File: config.mk
export PLATFORM = sky130hd
export DESIGN_NAME = sd_cmd_send_flat
export DESIGN_NICKNAME = d
export VERILOG_FILES = /design/src/rtl/sd_spi_pkg.sv /design/src/rtl/sd_cmd_send_if.sv /design/src/rtl/sd_crc7_serial.sv /design/src/rtl/sd_cmd_send.sv /design/src/flat_wrapper.sv
export SDC_FILE = /design/constraint.sdc
export NUM_CORES = 1
export LEC_CHECK = 0
export CAP_MARGIN = 20
export CELL_PAD_IN_SITES_DETAIL_PLACEMENT = 0
export CELL_PAD_IN_SITES_GLOBAL_PLACEMENT = 1
export CORE_MARGIN = 1.5
export CORE_UTILIZATION = 45
export DETAILED_ROUTE_END_ITERATION = 7
export PLACE_DENSITY = 0.9
export SETUP_SLACK_MARGIN = 0.02
export SLEW_MARGIN = 5
export SYNTH_ARGS = -nofsm -noshare
export SYNTH_HDL_FRONTEND = slang
export SYNTH_SLANG_ARGS = --single-unit
File: constraint.sdc
create_clock -name spiClock -period 3.38 [get_ports spiClock]
set_clock_uncertainty 0.05 [all_clocks]
set_input_delay 0.676 -clock spiClock [delete_from_list [all_inputs] [get_ports spiClock]]
set_output_delay 0.676 -clock spiClock [all_outputs]
set_load 0.01 [all_outputs]
File: src/rtl/sd_spi_pkg.sv
// Shared definitions for the SD-card SPI host: state encoding, frame and CRC7
// constants, common command indices and a single-bit CRC7 step.
package sd_spi_pkg;

  localparam int         FRAME_BITS = 48;
  localparam logic [6:0] CRC7_POLY  = 7'h09;  // x^7 + x^3 + 1

  localparam logic [5:0] CMD0   = 6'd0;
  localparam logic [5:0] CMD8   = 6'd8;
  localparam logic [5:0] CMD17  = 6'd17;
  localparam logic [5:0] CMD55  = 6'd55;
  localparam logic [5:0] ACMD41 = 6'd41;

  typedef enum logic [2:0] {
    ST_IDLE,
    ST_PRE,
    ST_FRAME,
    ST_CRC,
    ST_END,
    ST_DONE
  } sd_state_e;

  // One serial CRC7 step: feedback is the incoming bit xor the register MSB.
  function automatic logic [6:0] crc7_step(input logic [6:0] crc, input logic din);
    logic fb;
    fb = din ^ crc[6];
    return {crc[5:0], 1'b0} ^ (fb ? CRC7_POLY : 7'h00);
  endfunction

endpackage

File: src/rtl/sd_cmd_send_if.sv
// Request/serial-out bundle between the host controller and the command stage.
interface sd_cmd_send_if;
  logic        start;
  logic [5:0]  cmdIndex;
  logic [31:0] argument;
  logic        bitOut;
  logic        busy;
  logic        finish;

  modport master (output start, cmdIndex, argument, input bitOut, busy, finish);
  modport slave  (input start, cmdIndex, argument, output bitOut, busy, finish);
endinterface

File: src/rtl/sd_crc7_serial.sv
// Serial CRC7 register. clr wins over en, en (accumulate a bit) wins over
// shift (emit MSB first, zero fill). Also usable for response CRC checking.
module sd_crc7_serial
  import sd_spi_pkg::*;
(
  input  logic spiClock,
  input  logic reset,
  input  logic clr,
  input  logic en,
  input  logic shift,
  input  logic din,
  output logic dout
);

  logic [6:0] crc_q;

  // CRC register: clear, accumulate or shift out
  always_ff @(posedge spiClock or posedge reset) begin
    if (reset)      crc_q <= '0;
    else if (clr)   crc_q <= '0;
    else if (en)    crc_q <= crc7_step(crc_q, din);
    else if (shift) crc_q <= {crc_q[5:0], 1'b0};
  end

  assign dout = crc_q[6];

endmodule

File: src/rtl/sd_cmd_send.sv
// SD command transmitter: optional idle-high preamble, then the 48-bit frame
// {0,1,index,argument,crc7,1} shifted MSB-first with CRC7 built on the fly.
// Level-held start/finish handshake matches the response read stage.
module sd_cmd_send
  import sd_spi_pkg::*;
#(
  parameter int PRE_BITS  = 8,
  parameter int CNT_WIDTH = 6
) (
  input  logic          spiClock,
  input  logic          reset,
  sd_cmd_send_if.slave  bus
);

  localparam logic [CNT_WIDTH-1:0] PRE_LOAD   = CNT_WIDTH'((PRE_BITS > 0) ? PRE_BITS - 1 : 0);
  localparam logic [CNT_WIDTH-1:0] FRAME_LOAD = CNT_WIDTH'(FRAME_BITS - 9);  // 40 header/arg bits
  localparam logic [CNT_WIDTH-1:0] CRC_LOAD   = CNT_WIDTH'(6);
  // END holds two edges: one drives the end bit, the next raises finish.
  localparam logic [CNT_WIDTH-1:0] END_LOAD   = CNT_WIDTH'(1);

  sd_state_e             state_q, state_d;
  logic [CNT_WIDTH-1:0]  cnt_q, cnt_d;
  logic [39:0]           frame_q, frame_d;
  logic                  bit_q, bit_d;
  logic                  busy_q, busy_d;
  logic                  fin_q, fin_d;
  logic                  crc_clr, crc_en, crc_shift, crc_msb;
  logic                  abort;

  sd_crc7_serial u_crc (
    .spiClock (spiClock),
    .reset    (reset),
    .clr      (crc_clr),
    .en       (crc_en),
    .shift    (crc_shift),
    .din      (frame_q[39]),
    .dout     (crc_msb)
  );

  // State and datapath registers
  always_ff @(posedge spiClock or posedge reset) begin
    if (reset) begin
      state_q <= ST_IDLE;
      cnt_q   <= '0;
      frame_q <= '0;
      bit_q   <= 1'b1;
      busy_q  <= 1'b0;
      fin_q   <= 1'b0;
    end else begin
      state_q <= state_d;
      cnt_q   <= cnt_d;
      frame_q <= frame_d;
      bit_q   <= bit_d;
      busy_q  <= busy_d;
      fin_q   <= fin_d;
    end
  end

  assign abort = !bus.start &&
                 (state_q inside {ST_PRE, ST_FRAME, ST_CRC, ST_END});

  // Next-state, counter, shifter and CRC control
  always_comb begin
    state_d   = state_q;
    cnt_d     = cnt_q;
    frame_d   = frame_q;
    bit_d     = bit_q;
    busy_d    = busy_q;
    fin_d     = fin_q;
    crc_clr   = 1'b0;
    crc_en    = 1'b0;
    crc_shift = 1'b0;

    case (state_q)
      ST_IDLE: begin
        bit_d = 1'b1;
        if (bus.start) begin
          frame_d = {1'b0, 1'b1, bus.cmdIndex, bus.argument};
          crc_clr = 1'b1;
          busy_d  = 1'b1;
          if (PRE_BITS > 0) begin
            state_d = ST_PRE;
            cnt_d   = PRE_LOAD;
          end else begin
            state_d = ST_FRAME;
            cnt_d   = FRAME_LOAD;
          end
        end
      end
      ST_PRE: begin
        bit_d = 1'b1;
        if (cnt_q == '0) begin
          state_d = ST_FRAME;
          cnt_d   = FRAME_LOAD;
        end else cnt_d = cnt_q - CNT_WIDTH'(1);
      end
      ST_FRAME: begin
        bit_d   = frame_q[39];
        frame_d = {frame_q[38:0], 1'b0};
        crc_en  = 1'b1;
        if (cnt_q == '0) begin
          state_d = ST_CRC;
          cnt_d   = CRC_LOAD;
        end else cnt_d = cnt_q - CNT_WIDTH'(1);
      end
      ST_CRC: begin
        bit_d     = crc_msb;
        crc_shift = 1'b1;
        if (cnt_q == '0) begin
          state_d = ST_END;
          cnt_d   = END_LOAD;
        end else cnt_d = cnt_q - CNT_WIDTH'(1);
      end
      ST_END: begin
        bit_d = 1'b1;
        if (cnt_q == '0) begin
          busy_d  = 1'b0;
          fin_d   = 1'b1;
          state_d = ST_DONE;
        end else cnt_d = cnt_q - CNT_WIDTH'(1);
      end
      ST_DONE: begin
        bit_d = 1'b1;
        if (!bus.start) begin
          fin_d   = 1'b0;
          state_d = ST_IDLE;
        end
      end
      default: state_d = ST_IDLE;
    endcase

    // Host dropped start mid-command: back to idle with the line high.
    if (abort) begin
      state_d = ST_IDLE;
      cnt_d   = '0;
      bit_d   = 1'b1;
      busy_d  = 1'b0;
      fin_d   = 1'b0;
    end
  end

  assign bus.bitOut = bit_q;
  assign bus.busy   = busy_q;
  assign bus.finish = fin_q;

endmodule

File: src/flat_wrapper.sv
// flat-port wrapper written by rule: the top's interface ports become plain ports
module sd_cmd_send_flat import sd_spi_pkg::*;
#(
  parameter int PRE_BITS  = 8,
  parameter int CNT_WIDTH = 6
)
  (spiClock, reset, bus_start, bus_cmdIndex, bus_argument, bus_bitOut, bus_busy, bus_finish);
  sd_cmd_send_if bus_i ();
  input  logic spiClock;
  input  logic reset;
  input wire logic [$bits(bus_i.start)-1:0] bus_start;
  input wire logic [$bits(bus_i.cmdIndex)-1:0] bus_cmdIndex;
  input wire logic [$bits(bus_i.argument)-1:0] bus_argument;
  output wire logic [$bits(bus_i.bitOut)-1:0] bus_bitOut;
  output wire logic [$bits(bus_i.busy)-1:0] bus_busy;
  output wire logic [$bits(bus_i.finish)-1:0] bus_finish;
  assign bus_i.start = bus_start;
  assign bus_i.cmdIndex = bus_cmdIndex;
  assign bus_i.argument = bus_argument;
  assign bus_bitOut = bus_i.bitOut;
  assign bus_busy = bus_i.busy;
  assign bus_finish = bus_i.finish;
  sd_cmd_send #(.PRE_BITS(PRE_BITS), .CNT_WIDTH(CNT_WIDTH)) u_core (.spiClock(spiClock), .reset(reset), .bus(bus_i));
endmodule
==> qor.yml, run 1 <==
timing:
  setup_tns_ns: 0
  drv_slew: 0
  fmax_ghz: 0.4345
  rsz0062_at_grt: "false"
  tightestPinTransition_ns: 0.8588
  fin_crit_ns: 2.301
  setup_viol: 0
  hold_viol: 0
  timing.slew.headroom_pct: 42.67
  post-route-period-util_pct: 68.09
detailed_routing:
  drt_iter0_drc: 156
  vias_per_cell: 5.475
  wl_um: 5983
  drc: 0
  wl_per_cell_um: 14.08
  firstDrtPassIters: 4
  ant_nets: 0
  vias: 2327
setup_path:
  crit_path_top_delay_cell: "clkdlybuf4s50_1"
  cp_top_family: "buffers and inverters"
  crit_path_start_kind: "input port"
  worst-setup-path-type: "input port to flop"
  cp_max_fo: 47
  r2r_end: "u_core.cnt_q[0]"
  required_ns: 3.53
  worst_r2r_startpoint: "u_core.state_q[2]"
  arrival_ns: 2.45
  cpPeakStageDelay_ns: 0.69
  cp_num_cells: 6
  timing.reg2reg.setup_slack_ns: 1.16
  path_buf_inv: 2
  crit_chain: "clkdlybuf4s50_1 -> nand2b_1 -> nor3_2 -> buf_12 -> mux2i_1 -> o21ai_1"
  critPathCaptureType: "flop"
  worst_r2r_path_depth: 4
pwr:
  vdd_drop_max_mv: 0.4231
  sw_frac_of_total_pct: 32.27
  switching_power_uw: 804.3
  p_int_mw: 1.688
  seqPwrFrac_pct: 45.0
  power_frac_comb_pct: 25.8
  powerDensity_nw_per_um2: 679.9
  p_leak_nw: 1.465
  clkPwrFrac_pct: 29.3
yosys:
  synth_top_family_by_area: "compound AO/OA/AOI/OAI gates"
  avgSynthCellArea_um2: 9.654
  synth_xor_area_share_pct: 1.186
  synth-compound-area-share_pct: 16.31
  yosysWarnings: 0
  synth_area_um2: 2954
  yosys.area_share.simple_pct: 13.85
  synthFlopType: "dfrtp_1"
  synthAdderAreaFrac_pct: 1.186
  post_synth_num_cell_types: 47
  syn_nets: 349
  synth-seq-area-share_pct: 50.02
  synthesis.instances: 306
  synth-edff-count: 0
  synth.area.mux_share_pct: 13.26
  async_flop_share_pct: 100.0
  ys_ff_latch: 59
layout:
  nets: 386
  area_growth_pct: 24.10
  diodes: 0
  drive_above_1_share_pct: 8.046
  fin_area_um2: 3666
grt:
  grt_usage_pct: 18.10
  grt-ovfl-total: 0
  grt_max_degree: 73
  grt_pass1_wl_um: 10120
  grt_pass1_vias: 2187
  antenna_found_initial: 0
cts:
  clock_path_buffers: 2
  cts_resized: 0
  postCtsSetupBuffers: 0
  cts.sinks: 59
  cts_buffers: 9
  ctsHoldBuffers: 0
  root_buffer: "clkbuf_8"
  cts_tree: "done"
  htreeDepth: 3
  path_clk_slew_ns: 0.07
  clk_latency_ns: 0.34
die:
  num_rows: 29
  die-area_um2: 7059
  coreArea_um2: 6350
  die_h_um: 84.02
  die_x_um: 84.02
  ios: 44
  start_util_pct: 46.52
place:
  postPlaceCellArea_um2: 3442
  placement.io_buffers: 43
  place_hpwl_um: 3951
  gp_congestion: 0.8240
min_path:
  holdCritStartpoint: "u_core.frame_q[23]"
  hold_path_depth: 2
  hold_class: "flop to flop"
  hold_end: "u_core.frame_q[24]"
status:
  outcome: "finished clean"
flow_run:
  maxCapViolations: 0
==> cells in the final DEF (no fill, tap or decap), types with 2 or more instances in the layout <==
cell and instances:
nand2_1 58, dfrtp_1 58, clkdlybuf4s50_1 43, o21ai_1 40
mux2i_1 38, nor2_1 10, a21oi_1 10, clkbuf_8 9
inv_1 6, a31oi_1 6, nand2b_1 5, nand3_1 4
xnor2_1 4, a211oi_1 3, or4_1 3, nor3_1 3
buf_4 3, nor2_4 2, nor3_2 2, inv_2 2
o31ai_1 2, a21o_1 2, o22ai_1 2, a22o_1 2
ha_1 2, inv_6 2, bufinv_16 2, clkinv_4 2
==> cell usage after synthesis (all sizes together) (3+ instances only) <==
master	number	area share (%)
a211oi	3	0.76
a21oi	10	1.7
a31oi	6	1.3
buf	8	1.5
clkbuf	13	1.7
dfrtp	58	49
inv	8	1.0
mux2i	38	13
nand2	58	7.4
nand2b	5	1.1
nand3	4	0.68
nor2	12	1.8
nor3	5	1.0
o21ai	41	6.9
or4	3	0.76
xnor2	4	1.2
==> worst register-to-register path, stage by stage (launching register included) <==
cell and delay (ns):
dfrtp_1 0.60, nand2b_1 0.39, nor2_4 0.25, buf_4 0.56, o32ai_1 0.23
==> stage by stage <==
stage	power, mW	utilization (%)	hold slack, ns	setup WS, ns	cells
6_report	2.493	57.73	0.4382	1.079	425
5_1_grt	2.642	57.73	0.4725	0.9316	425
4_1_cts	2.517	57.73	0.4406	1.095	425
3_5_place_dp	1.777	54.21	0.4258	0.7292	409
3_3_place_gp	1.749	54.21	0.4145	0.7644	409
2_1_floorplan	1.579	-	0.4049	1.199	306
==> final cells by class <==
type / instances / area [um^2]
clock buffer: 9 / 123.9
tap: 77 / 96.34
multi-input combinational: 218 / 1365
clock inverter: 7 / 100.1
timing repair buffer: 47 / 473.0
sequential: 59 / 1478
fill: 569 / 2684
inverter: 8 / 30.03
==> logic make-up after synthesis <==
family / Yosys count
adder cells (fa/ha/maj): 3
AND/OR/NAND/NOR: 92
multiplexers: 39
flip-flops: 59
buffers and inverters: 29
XOR/XNOR: 4
AO/OA/AOI/OAI: 80
==> per-layer routing <==
layer	up-vias	wire length (um)	track usage, %
met1	1098	2705	24.45
met4	0	105	7.452
met3	12	338	5.836
li1	1158	-	-
met5	-	0	0
met2	59	2833	26.84
==> power groups by stage <==
stage	clock network, mW	registers, mW	logic, mW
finish	0.730	1.12	0.643
global route	0.771	1.15	0.718
detailed placement	0	1.13	0.647
floorplan	0	1.08	0.501
global placement	0	1.12	0.628
CTS	0.748	1.12	0.650
==> sequential cells by signal, indices dropped and copies added (netlist names) <==
register / count
u_core.u_crc.crc_q: 7
u_core.cnt_q: 6
u_core.bus.bitOut: 1
u_core.bus.busy: 1
u_core.bus.finish: 1
u_core.frame_q: 40
u_core.state_q: 3
==> worst max-delay path by stage <==
stage               startpoint            endpoint  slack, ns
finish               bus_start   u_core.frame_q[2]       1.08
floorplan                reset     u_core.bus.busy       1.20
CTS                  bus_start   u_core.frame_q[2]       1.10
global placement     bus_start  u_core.frame_q[15]       0.76
detailed placement   bus_start  u_core.frame_q[16]       0.73
global route         bus_start  u_core.frame_q[28]       0.93
No activity file was read; power rests on OpenSTA's default activity.
==> run 2: changes to the inputs <==
--- a/config.mk
+++ b/config.mk
@@ -9,9 +9,9 @@
 export CELL_PAD_IN_SITES_DETAIL_PLACEMENT = 0
 export CELL_PAD_IN_SITES_GLOBAL_PLACEMENT = 1
 export CORE_MARGIN = 1.5
-export CORE_UTILIZATION = 45
+export CORE_UTILIZATION = 41
 export DETAILED_ROUTE_END_ITERATION = 7
-export PLACE_DENSITY = 0.9
+export PLACE_DENSITY = 0.84
 export SETUP_SLACK_MARGIN = 0.02
 export SLEW_MARGIN = 5
 export SYNTH_ARGS = -nofsm -noshare
==> constraint.sdc (replaced) <==
create_clock -name spiClock -period 2.2 [get_ports spiClock]
set_clock_uncertainty 0.05 [all_clocks]
set_input_delay 0.44 -clock spiClock [delete_from_list [all_inputs] [get_ports spiClock]]
set_output_delay 0.44 -clock spiClock [all_outputs]
set_load 0.01 [all_outputs]
==> qor.yml, run 2 (synthesized netlist as in run 1, its figures left out) <==
timing:
  setup_tns_ns: 0  # unchanged
  timing.slew.headroom_pct: 63.58  # was 42.67%
  fin_ws_ns: 0.3000  # was 1.079 ns
  fmax_ghz: 0.5263
  drv_slew: 0  # unchanged
  hold_viol: 0  # unchanged
  fin_crit_ns: 1.900
  post-route-period-util_pct: 86.36
  tightestPinTransition_ns: 0.5442  # was 0.8588 ns
  rsz0062_at_grt: "false"  # unchanged
  setup_viol: 0  # unchanged
setup_path:
  timing.reg2reg.setup_slack_ns: 0.30  # was 1.16 ns
  path_buf_inv: 1  # was 2
  arrival_ns: 2.06  # was 2.45 ns
  crit_path_start_kind: "flop"  # was input port
  required_ns: 2.36  # was 3.53 ns
  r2r_end: "u_core.cnt_q[1]"  # was u_core.cnt_q[0]
  crit_chain: "inv_1 -> ha_1 -> nor2b_1 -> nor3_1 -> or4_1 -> a221o_1"  # was clkdlybuf4s50_1 -> nand2b_1 -> nor3_2 -> buf_12 -> mux2i_1 -> o21ai_1
  cp_max_fo: 4  # was 47
  cpPeakStageDelay_ns: 0.47  # was 0.69 ns
  crit_path_top_delay_cell: "or4_1"  # was clkdlybuf4s50_1
  worst_r2r_path_depth: 6  # was 4
  worst_r2r_startpoint: "u_core.cnt_q[0]"  # was u_core.state_q[2]
  critPathCaptureType: "flop"  # unchanged
  cp_top_family: "simple AND/OR/NAND/NOR gates"  # was buffers and inverters
  worst-setup-path-type: "flop to flop"  # was input port to flop
grt:
  grt_usage_pct: 16.55  # was 18.10%
  grt_pass1_wl_um: 9998  # was 10,120 um
  busiest_layer: "met2"  # unchanged
  grt_max_degree: 60  # was 73
  met3_usage_pct: 3.016  # was 5.836%
  use_met1_pct: 23.05  # was 24.45%
  grt-ovfl-total: 0  # unchanged
  grt_pass1_vias: 2200  # was 2,187
  antenna_found_initial: 0  # unchanged
  met2_usage_pct: 25.19  # was 26.84%
pwr:
  powerDensity_nw_per_um2: 959.4  # was 679.9 nW/um^2
  power_frac_comb_pct: 29.2  # was 25.8%
  sw_frac_of_total_pct: 32.70  # was 32.27%
  clkPwrFrac_pct: 22.9  # was 29.3%
  seqPwrFrac_pct: 47.9  # was 45.0%
  switching_power_mw: 1.165  # was 804.3 uW
  p_leak_nw: 1.477  # was 1.465 nW
  power_mw: 3.561  # was 2.493 mW
  vdd_drop_max_mv: 0.4137  # was 0.4231 mV
  p_int_mw: 2.397  # was 1.688 mW
min_path:
  hold_class: "flop to flop"  # unchanged
  hold_end: "u_core.frame_q[7]"  # was u_core.frame_q[24]
  holdCritStartpoint: "u_core.frame_q[6]"  # was u_core.frame_q[23]
  hold_path_depth: 2  # unchanged
layout:
  top_register: "u_core.frame_q"  # unchanged
  largest_reg_flops: 40  # unchanged
  mostFrequentLayoutCells: "nand2_1, dfrtp_1, clkdlybuf4s50_1"  # unchanged
  drive_above_1_share_pct: 9.551  # was 8.046%
  area_growth_pct: 25.67  # was 24.10%
  fin_area_um2: 3712  # was 3666 um^2
  reg_top3: "u_core.frame_q x40, u_core.u_crc.crc_q x7, u_core.cnt_q x6"  # unchanged
  nets: 394  # was 386
  diodes: 0  # unchanged
detailed_routing:
  wl_per_cell_um: 13.07  # was 14.08 um
  ant_nets: 0  # unchanged
  vias: 2304  # was 2,327
  wl_um: 5907  # was 5983 um
  drt_iter0_drc: 210  # was 156
  firstDrtPassIters: 4  # unchanged
  drc: 0  # unchanged
  vias_per_cell: 5.097  # was 5.475
die:
  die-area_um2: 7723  # was 7059 um^2
  num_rows: 30  # was 29
  die_x_um: 87.88  # was 84.02 um
  start_util_pct: 43.01  # was 46.52%
  ios: 44  # unchanged
  coreArea_um2: 6869  # was 6350 um^2
  die_h_um: 87.88  # was 84.02 um
place:
  place_ws_ns: 0.1293  # was 0.7292 ns
  gp_congestion: 0.8512  # was 0.8240
  placement.io_buffers: 43  # unchanged
  place_hpwl_um: 3894  # was 3951 um
  postPlaceCellArea_um2: 3551  # was 3442 um^2
cts:
  path_clk_slew_ns: 0.07  # about the same
  cts_tree: "done"  # unchanged
  ctsHoldBuffers: 0  # unchanged
  htreeDepth: 3  # unchanged
  cts_resized: 0  # unchanged
  clock_path_buffers: 2  # unchanged
  root_buffer: "clkbuf_8"  # unchanged
  cts_buffers: 9  # unchanged
  cts.sinks: 59  # unchanged
  postCtsSetupBuffers: 0  # unchanged
  clk_latency_ns: 0.32  # was 0.34 ns
status:
  outcome: "finished clean"  # unchanged
flow_run:
  maxCapViolations: 0  # unchanged
## run 2: cell types whose count changed in the layout (fill, tap and decap cells not counted), sizes merged
cell / before / now
bufinv: 2 / 0
clkinvlp: 0 / 2
clkbuf: 9 / 11
buf: 4 / 12
inv: 10 / 8
## run 2: worst max path at each step
stage | start | endpoint | slack [ns] | cells past startpoint
2_1_floorplan | reset | u_core.bus.busy | 0.26 | 1
6_report | u_core.cnt_q[0] | u_core.cnt_q[1] | 0.30 | 6
4_1_cts | u_core.bus.bitOut | bus_bitOut | 0.29 | 1
3_3_place_gp | bus_start | u_core.cnt_q[1] | 0.14 | 6
5_1_grt | u_core.cnt_q[0] | u_core.cnt_q[1] | 0.17 | 6
3_5_place_dp | bus_start | u_core.frame_q[30] | 0.13 | 6
## run 2: routing by layer
layer  wire (um)  vias up  part of all wire [%]
met4         100        0                   1.7
met5           0        -                     0
met3         240        9                   4.1
met2        2673       48                    45
met1        2893     1080                    49
li1            -     1167                     -
## run 2: power groups by stage
stage	combinational (mW)	sequential [mW]	clock, mW
after CTS	1.05	1.70	0.843
after global routing	1.17	1.76	0.904
after floorplan	0.770	1.66	0
final	1.04	1.71	0.815
after global placement	1.03	1.71	0
after detailed placement	1.05	1.72	0
## run 2: per-stage QoR
stage	util, %	hold slack, ns	instances
CTS	54.04	0.4374	452
global route	54.04	0.4721	452
finish	54.04	0.4305	452
floorplan	-	0.4049	306
global placement	51.69	0.4138	436
detailed placement	51.69	0.4187	436
## run 2: worst reg2reg max path: stages (launching register included)
cell and delay [ns]:
dfrtp_1 0.38, inv_1 0.13, ha_1 0.21, nor2b_1 0.19
nor3_1 0.06, or4_1 0.47, a221o_1 0.30
## run 2: layout make-up
cell class	count	area, um^2
Clock buffer	11	131.4
Fill cell	635	3157
Multi-Input combinational cell	218	1365
Tap cell	96	120.1
Inverter	8	30.03
Timing Repair Buffer	55	558.0
Clock inverter	5	30.03
Sequential cell	59	1478
==> run 3: changes to the inputs <==
--- a/config.mk
+++ b/config.mk
@@ -11,6 +11,7 @@
 export CORE_MARGIN = 1.5
 export CORE_UTILIZATION = 41
 export DETAILED_ROUTE_END_ITERATION = 7
+export GPL_TIMING_DRIVEN = 1
 export PLACE_DENSITY = 0.84
 export SETUP_SLACK_MARGIN = 0.02
 export SLEW_MARGIN = 5
==> results of run 3 <==
Final layout, timing and power as in run 2 (identical DEF).
